<file path="src/rtl/motor_sequencer.sv">
// Run/brake/fault sequencer between the SPI command decoder and the BLDC
// commutation stage. Turns command strobes into PWM-gated high-side and
// low-side enables, ramps duty toward a target, and supervises hall activity
// and command traffic. Any fault latches until an explicit clear command.
module motor_sequencer #(
  parameter int unsigned PWM_BITS     = 8,
  parameter int unsigned RAMP_DIV     = 1024,
  parameter logic [23:0] STALL_CYCLES = 24'd2000000,
  parameter logic [31:0] WDT_CYCLES   = 32'd50000000
) (
  input  logic                clk,
  input  logic                reset_n,
  input  logic                cmd_valid,
  input  logic                cmd_run,
  input  logic                cmd_brake,
  input  logic                cmd_clear,
  input  logic [PWM_BITS-1:0] cmd_duty,
  input  logic [2:0]          hal,
  output logic                enable_high,
  output logic                enable_low,
  output logic [PWM_BITS-1:0] duty_now,
  output logic [2:0]          state,
  output logic [1:0]          fault_code
);

  typedef enum logic [2:0] {
    StIdle  = 3'd0,
    StBrake = 3'd1,
    StRamp  = 3'd2,
    StRun   = 3'd3,
    StFault = 3'd4
  } state_e;

  localparam logic [1:0] FaultNone    = 2'd0;
  localparam logic [1:0] FaultStall   = 2'd1;
  localparam logic [1:0] FaultWdt     = 2'd2;
  localparam logic [1:0] FaultIllegal = 2'd3;

  // Prescaler must hold RAMP_DIV-1; keep at least one bit for RAMP_DIV=1.
  localparam int unsigned       PrescW    = (RAMP_DIV > 1) ? $clog2(RAMP_DIV) : 1;
  localparam logic [PrescW-1:0] PrescLast = PrescW'(RAMP_DIV - 1);

  // Hall synchroniser and edge history
  logic [2:0] hal_s1_q, hal_s2_q, hal_prev_q;
  logic       hal_edge, hal_illegal;

  // Datapath state
  logic [PWM_BITS-1:0] pwm_cnt_q;
  logic [PWM_BITS-1:0] duty_q, duty_d;
  logic [PWM_BITS-1:0] target_q, target_d;
  logic [PrescW-1:0]   presc_q, presc_d;
  logic [23:0]         stall_q, stall_d;
  logic [31:0]         wdt_q, wdt_d;
  state_e              state_q, state_d;
  logic [1:0]          fault_q, fault_d;
  logic                en_high_q, en_high_d;
  logic                en_low_q, en_low_d;

  // Decoded conditions
  logic                active;
  logic                pwm_on;
  logic                stall_hit, wdt_hit, ill_hit;
  logic                run_cmd;
  logic [PWM_BITS-1:0] ramp_tgt;

  // Two-flop synchroniser for the asynchronous hall inputs, plus history flop.
  always_ff @(posedge clk or negedge reset_n) begin
    if (!reset_n) begin
      hal_s1_q   <= 3'b000;
      hal_s2_q   <= 3'b000;
      hal_prev_q <= 3'b000;
    end else begin
      hal_s1_q   <= hal;
      hal_s2_q   <= hal_s1_q;
      hal_prev_q <= hal_s2_q;
    end
  end

  // Condition decode feeding the next-state logic.
  always_comb begin
    active      = (state_q == StRamp) || (state_q == StRun);
    pwm_on      = pwm_cnt_q < duty_q;
    hal_edge    = hal_s2_q != hal_prev_q;
    hal_illegal = (hal_s2_q == 3'b000) || (hal_s2_q == 3'b111);
    // Terminal conditions fire on the cycle the counter would reach its limit.
    stall_hit   = (state_q == StRun) && !hal_edge && (duty_q != '0) &&
                  (stall_q >= STALL_CYCLES - 24'd1);
    wdt_hit     = active && (wdt_q >= WDT_CYCLES - 32'd1);
    ill_hit     = active && hal_illegal;
    run_cmd     = cmd_valid && cmd_run && !cmd_brake && (state_q != StFault);
    // A retarget in the same cycle as a ramp step steers that step too.
    ramp_tgt    = run_cmd ? cmd_duty : target_q;
  end

  // Next-state: counters, ramp, command decode, then faults (highest priority).
  always_comb begin
    state_d  = state_q;
    duty_d   = duty_q;
    target_d = target_q;
    fault_d  = fault_q;
    presc_d  = '0;
    stall_d  = '0;
    wdt_d    = wdt_q;

    // Watchdog: any command clears; only counts while driving the motor.
    if (cmd_valid) begin
      wdt_d = '0;
    end else if (active && (wdt_q != WDT_CYCLES)) begin
      wdt_d = wdt_q + 32'd1;
    end

    // Stall counter lives only in RUN; zero elsewhere gives clear-on-entry.
    if ((state_q == StRun) && !hal_edge) begin
      stall_d = stall_q;
      if ((duty_q != '0) && (stall_q != STALL_CYCLES)) begin
        stall_d = stall_q + 24'd1;
      end
    end

    // Ramp: prescaler is zero outside RAMP, so it restarts on every entry.
    if (state_q == StRamp) begin
      presc_d = (presc_q == PrescLast) ? '0 : presc_q + PrescW'(1);
      if (duty_q == target_q) begin
        state_d = StRun;
      end else if (presc_q == PrescLast) begin
        if (duty_q < ramp_tgt) begin
          duty_d = duty_q + PWM_BITS'(1);
        end else if (duty_q > ramp_tgt) begin
          duty_d = duty_q - PWM_BITS'(1);
        end
      end
    end

    if (cmd_valid) begin
      if (state_q == StFault) begin
        if (cmd_clear) begin
          state_d = StIdle;
          fault_d = FaultNone;
        end
      end else if (cmd_brake) begin
        state_d = StBrake;
        duty_d  = '0;
      end else if (cmd_run) begin
        target_d = cmd_duty;
        if ((state_q != StRun) || (cmd_duty != duty_q)) begin
          state_d = StRamp;
        end
      end else begin
        // Coast: drop straight to idle with no ramp-down.
        state_d = StIdle;
        duty_d  = '0;
      end
    end

    if (stall_hit) begin
      state_d = StFault;
      fault_d = FaultStall;
      duty_d  = '0;
    end else if (wdt_hit) begin
      state_d = StFault;
      fault_d = FaultWdt;
      duty_d  = '0;
    end else if (ill_hit) begin
      state_d = StFault;
      fault_d = FaultIllegal;
      duty_d  = '0;
    end
  end

  // Enables follow the next state so FAULT/IDLE entry kills them on the same edge.
  always_comb begin
    en_high_d = ((state_d == StRamp) || (state_d == StRun)) && pwm_on;
    en_low_d  = (state_d == StBrake) || (state_d == StRamp) || (state_d == StRun);
  end

  // State, datapath and registered outputs.
  always_ff @(posedge clk or negedge reset_n) begin
    if (!reset_n) begin
      state_q   <= StIdle;
      pwm_cnt_q <= '0;
      duty_q    <= '0;
      target_q  <= '0;
      presc_q   <= '0;
      stall_q   <= '0;
      wdt_q     <= '0;
      fault_q   <= FaultNone;
      en_high_q <= 1'b0;
      en_low_q  <= 1'b0;
    end else begin
      state_q   <= state_d;
      pwm_cnt_q <= pwm_cnt_q + PWM_BITS'(1);
      duty_q    <= duty_d;
      target_q  <= target_d;
      presc_q   <= presc_d;
      stall_q   <= stall_d;
      wdt_q     <= wdt_d;
      fault_q   <= fault_d;
      en_high_q <= en_high_d;
      en_low_q  <= en_low_d;
    end
  end

  // Output wiring.
  always_comb begin
    enable_high = en_high_q;
    enable_low  = en_low_q;
    duty_now    = duty_q;
    state       = state_q;
    fault_code  = fault_q;
  end

endmodule

</file>
<file path="config.mk">
export PLATFORM = sky130hd
export DESIGN_NAME = motor_sequencer
export DESIGN_NICKNAME = d
export VERILOG_FILES = /design/src/rtl/motor_sequencer.sv
export SDC_FILE = /design/constraint.sdc
export NUM_CORES = 1
export LEC_CHECK = 0
export CAP_MARGIN = 20
export CORE_ASPECT_RATIO = 1.75
export CORE_UTILIZATION = 45
export CTS_CLUSTER_SIZE = 12
export DETAILED_ROUTE_END_ITERATION = 8
export SLEW_MARGIN = 20
export SYNTH_ARGS = -nofsm -noshare
export SYNTH_HDL_FRONTEND = slang
export SYNTH_SLANG_ARGS = --single-unit
</file>
<file path="constraint.sdc">
create_clock -name clk -period 7 [get_ports clk]
set_input_delay 1.75 -clock clk [delete_from_list [all_inputs] [get_ports clk]]
set_output_delay 1.75 -clock clk [all_outputs]
set_load 0.05 [all_outputs]
</file>
==> results of run 1 <==
==> cell usage after synthesis, drive strengths merged <==
master,instances,area [µm²]
dfrtp,106,2650
nor2,86,323
xor2,63,552
nand2,46,173
nand3,35,175
inv,28,105
xnor2,26,228
ha,24,300
nand4,23,150
a21oi,20,100
o21ai,18,90.1
and3,14,87.6
clkbuf,14,52.6
nor3,12,60.1
nor4,12,87.6
mux2,9,101
and4,7,61.3
or3,6,37.5
and2,5,31.3
nand2b,5,31.3
a21boi,3,22.5
a21o,3,22.5
a31oi,3,18.8
nand3b,3,22.5
o211ai,3,22.5
o31ai,3,36.3
or2,3,18.8
or4,3,26.3
a311oi,2,17.5
a31o,2,17.5
mux2i,2,20.0
nor2b,2,12.5
nor3b,2,15.0
nor4b,2,17.5
o21a,2,15.0
a211oi,1,7.51
a22oi,1,7.51
and2b,1,7.51
o2111ai,1,8.76
o211a,1,10.0
o311ai,1,8.76
==> critical path, cell delays in order <==
cell,delay [ns]
clkdlybuf4s50_1,0.46
buf_4,0.34
nor2b_1,0.33
nand3b_1,0.38
mux2_2,0.40
inv_1,0.06
ha_1,0.23
nor2b_1,0.13
o211ai_1,0.20
a21oi_1,0.23
nor3_1,0.23
a31oi_1,0.07
or3_1,0.37
a21oi_1,0.15
==> registers in the layout, indices dropped and copies added (netlist names), 2 cells and up <==
register and count:
duty_now 8, fault_code 2, hal_prev_q 3, hal_s1_q 3, hal_s2_q 3, presc_q 10
pwm_cnt_q 8, stall_q 24, state 3, target_q 8, wdt_q 32
==> per-stage QoR <==
step / util / hold slack, ns / cells
floorplan: - / 0.331 / 603
global placement: 0.499 / 0.354 / 791
detailed placement: 0.499 / 0.354 / 791
CTS: 0.528 / 0.370 / 807
global route: 0.528 / 0.378 / 807
finish: 0.528 / 0.372 / 807
==> layer usage <==
| metal | vias to the layer above | part of all wire | track usage |
|---|---|---|---|
| li1 | 2141 | - | - |
| met1 | 2135 | 0.44 | 0.237 |
| met2 | 60 | 0.52 | 0.377 |
| met3 | 18 | 0.024 | 0.0260 |
| met4 | 0 | 0.021 | 0.0770 |
| met5 | - | 0 | 0 |
==> power by group <==
part | internal [µW] | switching (µW)
logic | 71.0 | 117
clock network | 369 | 221
registers | 640 | 24.2
total | 1080 | 362
==> area by class of cell <==
class                           instances  area, µm²  area share
Multi-Input combinational cell        455       2940       0.446
Sequential cell                       106       2650       0.402
Timing Repair Buffer                   34        334      0.0506
Clock buffer                           12        256      0.0389
Tap cell                              168        210      0.0318
Inverter                               28        105      0.0159
Clock inverter                          4       97.6      0.0148
==> path summary, 6_finish.rpt <==
check,to,slack [ns]
min in group asynchronous,presc_q[5],1.31
min reg2reg,hal_s2_q[1],0.37
max,duty_now[6],1.92
max reg2reg,duty_now[6],3.42
min,hal_s2_q[1],0.37
max in group asynchronous,stall_q[5],4.64
==> cells by family after synthesis <==
group           after synthesis  synth area share
simple gates                267             0.232
flops                       106             0.461
xor+xnor                     89             0.135
compound gates               64            0.0705
buf+inv                      42            0.0274
fa+ha+maj                    24            0.0522
mux                          11            0.0211
==> summary.txt, run 1 <==
STA
  • Clock Skews: 0.00888 ns
  • Fin crit period: 5.08 ns
  • Post-route setup TNS: 0 ns
  • Share of the cycle needed by the critical path after routing: 0.725
  • Maximum frequency from static timing analysis: 197 MHz
  • Slew Limit Headroom: 0.477
  • Setup slack of the critical path after layout: 1.92 ns
  • Unrepaired setup endpoints after global routing: false
  • Number of hold violations in the final report: 0
  • Setup violators final: 0
  • Final Max Tran Viols: 0
  • Worst slew pin tran: 0.778 ns

Worst hold path
  • Class of the tightest hold or removal check: register to register
  • Hold Startpoint: hal_s1_q[1]
  • Min-Delay Path Depth: 0

Setup path
  • Required time reported for the critical path endpoint: 7.26 ns
  • CP max FO: 37
  • Crit. End Element: register
  • Category of the worst setup path launch point: input port
  • Data arrival time of the worst path: 5.34 ns
  • Reg2reg path depth: 14
  • Worst setup path startpoint: cmd_valid
  • Worst setup path class: input port to register
  • Worst flop-to-flop path startpoint: state[0]

Clocking
  • Worst-case clock buffer depth: 2
  • Clock tree from TritonCTS: done
  • H-Tree Depth: 3
  • Post-CTS Setup Inserts: 0
  • Post-cts hold buffer count: 0
  • Gates resized, CTS repair: 0
  • Clk sinks: 106
  • Clock transition at the registers of the reported paths: 0.07 ns
  • Clock network latency to the later pin of the worst-skew pair: 0.35 ns
  • Buffer type at the clock tree root: clkbuf_16
  • Total clock buffers created by CTS: 9

Synth
  • Warning count from the yosys run: 0
  • Flip-flop and latch count after synthesis: 106
  • Synthesized cell area: 5750 µm²
  • Total nets after synthesis: 644
  • Number of library cell types mapped by synthesis: 46
  • Avg Synthesized Cell Area: 9.54 µm²
  • Share of the yosys chip area belonging to registers: 0.461
  • Post-synthesis cell count: 603

Power and ir drop
  • Cell area power density: 219 nW/µm²
  • Leakage dissipation: 0.00281 µW
  • Worst ir drop on vdd: 117 µV
  • Total power consumption of the routed design: 1440 µW

Placement
  • Half-perimeter wire length after detailed placement: 8910 µm
  • Port bufs: 31
  • Post-place instance area: 6240 µm²
  • GP Congestion: 0.854
  • Pre-CTS WS: 1.62 ns

Route
  • Post-route DRC violation count: 0
  • Routed len/inst: 15.3 µm
  • Vias per std cell: 5.40
  • Post-DRT Antenna Nets: 0
  • DRT Pass-1 Iters: 4
  • Iteration-0 DRC count of the detailed router: 186
  • Final Routed Wirelength: 12,300 µm
  • Routed vias: 4,354

Final layout
  • Total inserted antenna cells: 0
  • Final instance area: 6600 µm²
  • Leading cell types in the layout, fill and taps excluded: dfrtp_1 (106), nor2_1 (86), xor2_1 (63), nand2_1 (46), nand3_1 (35)
  • Filler cell count in the final layout: 1,166
  • Final #Nets: 675
  • Leading cell type in the layout, fill and taps excluded: dfrtp_1
  • Layout cell share with drive strength beyond 1: 0.0595
  • Area Overhead vs Synth: 14.7%

Global route
  • Total congestion overflow after global routing: 0
  • Maximum number of pins on one net before global-route repair: 80
  • GR Util All Layers: 0.205
  • Vias in the first global route: 4,533
  • Initial antenna violation count: 0
  • First-pass GRT wire length: 21,000 µm

Floorplan
  • Area enclosed by the die boundary: 13,300 µm²
  • Placement Rows: 54
  • Core area: 12,500 µm²
  • Horizontal die dimension: 87.5 µm
  • Initial core utilization: 0.460
  • Vertical extent of the die: 152 µm
  • Number of top-level pins: 32

Run status
  • Status: finished, final reports clean

Flow run
  • Max-cap violations: 0
(Power assumes the default switching activity.)
==> run 2: changes to the inputs <==
--- a/config.mk
+++ b/config.mk
@@ -10,6 +10,7 @@
 export CORE_UTILIZATION = 45
 export CTS_CLUSTER_SIZE = 12
 export DETAILED_ROUTE_END_ITERATION = 8
+export PLACE_DENSITY = 0.65
 export SLEW_MARGIN = 20
 export SYNTH_ARGS = -nofsm -noshare
 export SYNTH_HDL_FRONTEND = slang
==> constraint.sdc (replaced) <==
create_clock -name clk -period 4.3 [get_ports clk]
set_input_delay 1.075 -clock clk [delete_from_list [all_inputs] [get_ports clk]]
set_output_delay 1.075 -clock clk [all_outputs]
set_load 0.05 [all_outputs]
==> run 2 against run 1 <==
Net effect:
- sequential power increased by 63%
- critical endpoint is now duty_now[4]
- critical path type unchanged
- register-to-register slack got worse by 2.4 ns
- clock-buffer cell count decreased by 2
- sequential cell count unchanged
- hold slack got worse by 0.023 ns
- worst setup slack got worse by 1.3 ns
- clock skew decreased by 0.0017 ns
- power increased by 52%
- via count increased by 1.9%
- cell area decreased by 0.82%
- combinational power increased by 66%
- sequential share of layout area increased by 0.33 points
==> summary.txt, run 2 (synthesis gave the netlist of run 1 again) <==
Run status
  • Status: finished, final reports clean

Clocking
  • Post-cts hold buffer count: 0 (unchanged)
  • Buffer type at the clock tree root: clkbuf_16
  • H-Tree Depth: 3 (unchanged)
  • Clk sinks: 106 (unchanged)
  • Clock network latency to the later pin of the worst-skew pair: 0.35 ns (about the same)
  • Gates resized, CTS repair: 0 (unchanged)
  • Clock transition at the registers of the reported paths: 0.07 ns (about the same)
  • Clock tree from TritonCTS: done
  • Total clock buffers created by CTS: 9 (unchanged)
  • Post-CTS Setup Inserts: 0 (unchanged)
  • Worst-case clock buffer depth: 2 (unchanged)

Final layout
  • Register with the most flip-flops: wdt_q
  • Leading registers by flop count: wdt_q x32, stall_q x24, presc_q x10
  • Leading cell types in the layout, fill and taps excluded: dfrtp_1 (106), nor2_1 (86), xor2_1 (63), nand2_1 (46), nand3_1 (35)
  • Leading cell type in the layout, fill and taps excluded: dfrtp_1
  • Area Overhead vs Synth: 13.8%
  • Layout cell share with drive strength beyond 1: 0.0640 (+0.00449)
  • Final #Nets: 677 (+0.30%)
  • Flip-flop count of the largest register, all copies and words added: 32 (unchanged)
  • Final instance area: 6550 µm² (-0.82%)
  • Total inserted antenna cells: 0 (unchanged)

STA
  • Unrepaired setup endpoints after global routing: false
  • Fin crit period: 3.71 ns
  • Share of the cycle needed by the critical path after routing: 0.864
  • Worst slew pin tran: 0.847 ns (+0.0691 ns)
  • Number of hold violations in the final report: 0 (unchanged)
  • Clock Skews: 0.00715 ns (-0.00172 ns)
  • Setup violators final: 0 (unchanged)
  • Maximum frequency from static timing analysis: 269 MHz
  • Hold slack: 0.349 ns (-0.0232 ns)
  • Final Max Tran Viols: 0 (unchanged)
  • Post-route setup TNS: 0 ns (unchanged)
  • Slew Limit Headroom: 0.431 (-0.0459)

Global route
  • Vias in the first global route: 4,748 (+4.7%)
  • GR Util All Layers: 0.219 (+0.0147)
  • Initial antenna violation count: 0 (unchanged)
  • Maximum number of pins on one net before global-route repair: 56 (-30%)
  • Total congestion overflow after global routing: 0 (unchanged)
  • First-pass GRT wire length: 22,400 µm (+6.3%)

Worst hold path
  • Endpoint, Worst Hold: hal_s2_q[0]
  • Min-Delay Path Depth: 0 (unchanged)
  • Hold Startpoint: hal_s1_q[0]
  • Class of the tightest hold or removal check: register to register

Setup path
  • CP max FO: 8 (-78%)
  • Required time reported for the critical path endpoint: 4.53 ns (-2.73 ns)
  • Stage delay of the slowest cell on the critical path: 0.48 ns (+0.02 ns)
  • Worst setup path class: input port to register
  • Data arrival time of the worst path: 3.94 ns (-1.40 ns)
  • Crit-path most repeated cell: a21oi_1
  • CP delay by family, top: compound AO/OA/AOI/OAI gates
  • Category of the worst setup path launch point: input port
  • Series of cell instances along the critical path: clkdlybuf4s50_1 > nor2b_1 > nand3b_1 > buf_4 > mux2_2 > inv_1 > ha_1 > nand4_1 > a21oi_1 > o2111ai_1 > a21oi_1 > xnor2_1 > nor2_1
  • Number of buffer and inverter instances along the worst setup path: 3 (unchanged)
  • Max stage delay cell, worst path: clkdlybuf4s50_1
  • Register-to-Register Setup Slack: 1.03 ns (-2.39 ns)
  • Reg2reg path depth: 14 (unchanged)
  • Crit. End Element: register
  • Endpoint of the lowest-slack register-to-register path: duty_now[4]
  • Worst flop-to-flop path startpoint: state[0]

Floorplan
  • Number of top-level pins: 32 (unchanged)
  • Vertical extent of the die: 152 µm (unchanged)
  • Placement Rows: 54 (unchanged)
  • Area enclosed by the die boundary: 13,300 µm² (unchanged)
  • Initial core utilization: 0.460 (unchanged)
  • Core area: 12,500 µm² (unchanged)
  • Horizontal die dimension: 87.5 µm (unchanged)

Placement
  • Port bufs: 31 (unchanged)
  • Post-place instance area: 6260 µm² (+0.24%)
  • Half-perimeter wire length after detailed placement: 9670 µm (+8.4%)
  • GP Congestion: 0.908 (+6.3%)

Route
  • DRT Pass-1 Iters: 4 (unchanged)
  • Post-DRT Antenna Nets: 0 (unchanged)
  • Iteration-0 DRC count of the detailed router: 186 (unchanged)
  • Final Routed Wirelength: 13,100 µm (+5.7%)
  • Vias per std cell: 5.49 (+1.7%)
  • Routed len/inst: 16.1 µm (+5.5%)
  • Post-route DRC violation count: 0 (unchanged)
  • Routed vias: 4,438 (+1.9%)

Power and ir drop
  • Worst ir drop on vdd: 201 µV (+72%)
  • Cell area power density: 336 nW/µm² (+54%)
  • Leakage dissipation: 0.00278 µW (-0.73%)

Flow run
  • Max-cap violations: 0 (unchanged)
-- run 2: layout make-up --
class	count	area, µm²
clock buffers	10	239
clock inverters	6	50.0
fillers	1169	5950
inverters	28	105
multi-input cells	455	2940
flip-flops and latches	106	2650
well taps	168	210
repair buffers	36	345
-- run 2: how the worst max path moves through the flow --
stage / from / endpoint / cells past startpoint
4_1_cts: cmd_valid / duty_now[4] / 13
6_report: cmd_valid / duty_now[4] / 13
5_1_grt: cmd_valid / duty_now[6] / 13
3_3_place_gp: cmd_valid / duty_now[4] / 13
3_5_place_dp: cmd_valid / duty_now[4] / 13
2_1_floorplan: cmd_valid / duty_now[6] / 13
-- run 2: power breakdown --
part           internal (µW)  switching (µW)
Combinational            116             197
Sequential              1040            41.8
Clock                    415             385
-- run 2: per-layer routing --
metal | vias up | track usage | part of all wire
li1 | 2142 | - | -
met1 | 2194 | 0.236 | 0.40
met2 | 75 | 0.405 | 0.55
met3 | 27 | 0.0412 | 0.024
met4 | 0 | 0.103 | 0.033
met5 | - | 0 | 0
-- run 2: metrics by stage --
step	util	setup slack [ns]	total power, µW	instances
finish	0.524	0.587	2200	809
global route	0.524	0.301	2290	809
CTS	0.524	0.626	2220	809
detailed placement	0.501	0.266	1420	793
global placement	0.501	0.289	1410	793
floorplan	-	0.546	1290	603
-- run 2: worst reg2reg max path, cell delays in order (launching register included) --
cell and delay (ns):
dfrtp_1 0.55, nand2b_1 0.18, nor2_1 0.06, nor2b_1 0.23, nand3b_1 0.14, buf_4 0.19
mux2_2 0.23, inv_1 0.04, ha_1 0.29, nand4_1 0.17, a21oi_1 0.48, o2111ai_1 0.19
a21oi_1 0.19, xnor2_1 0.14, nor2_1 0.05
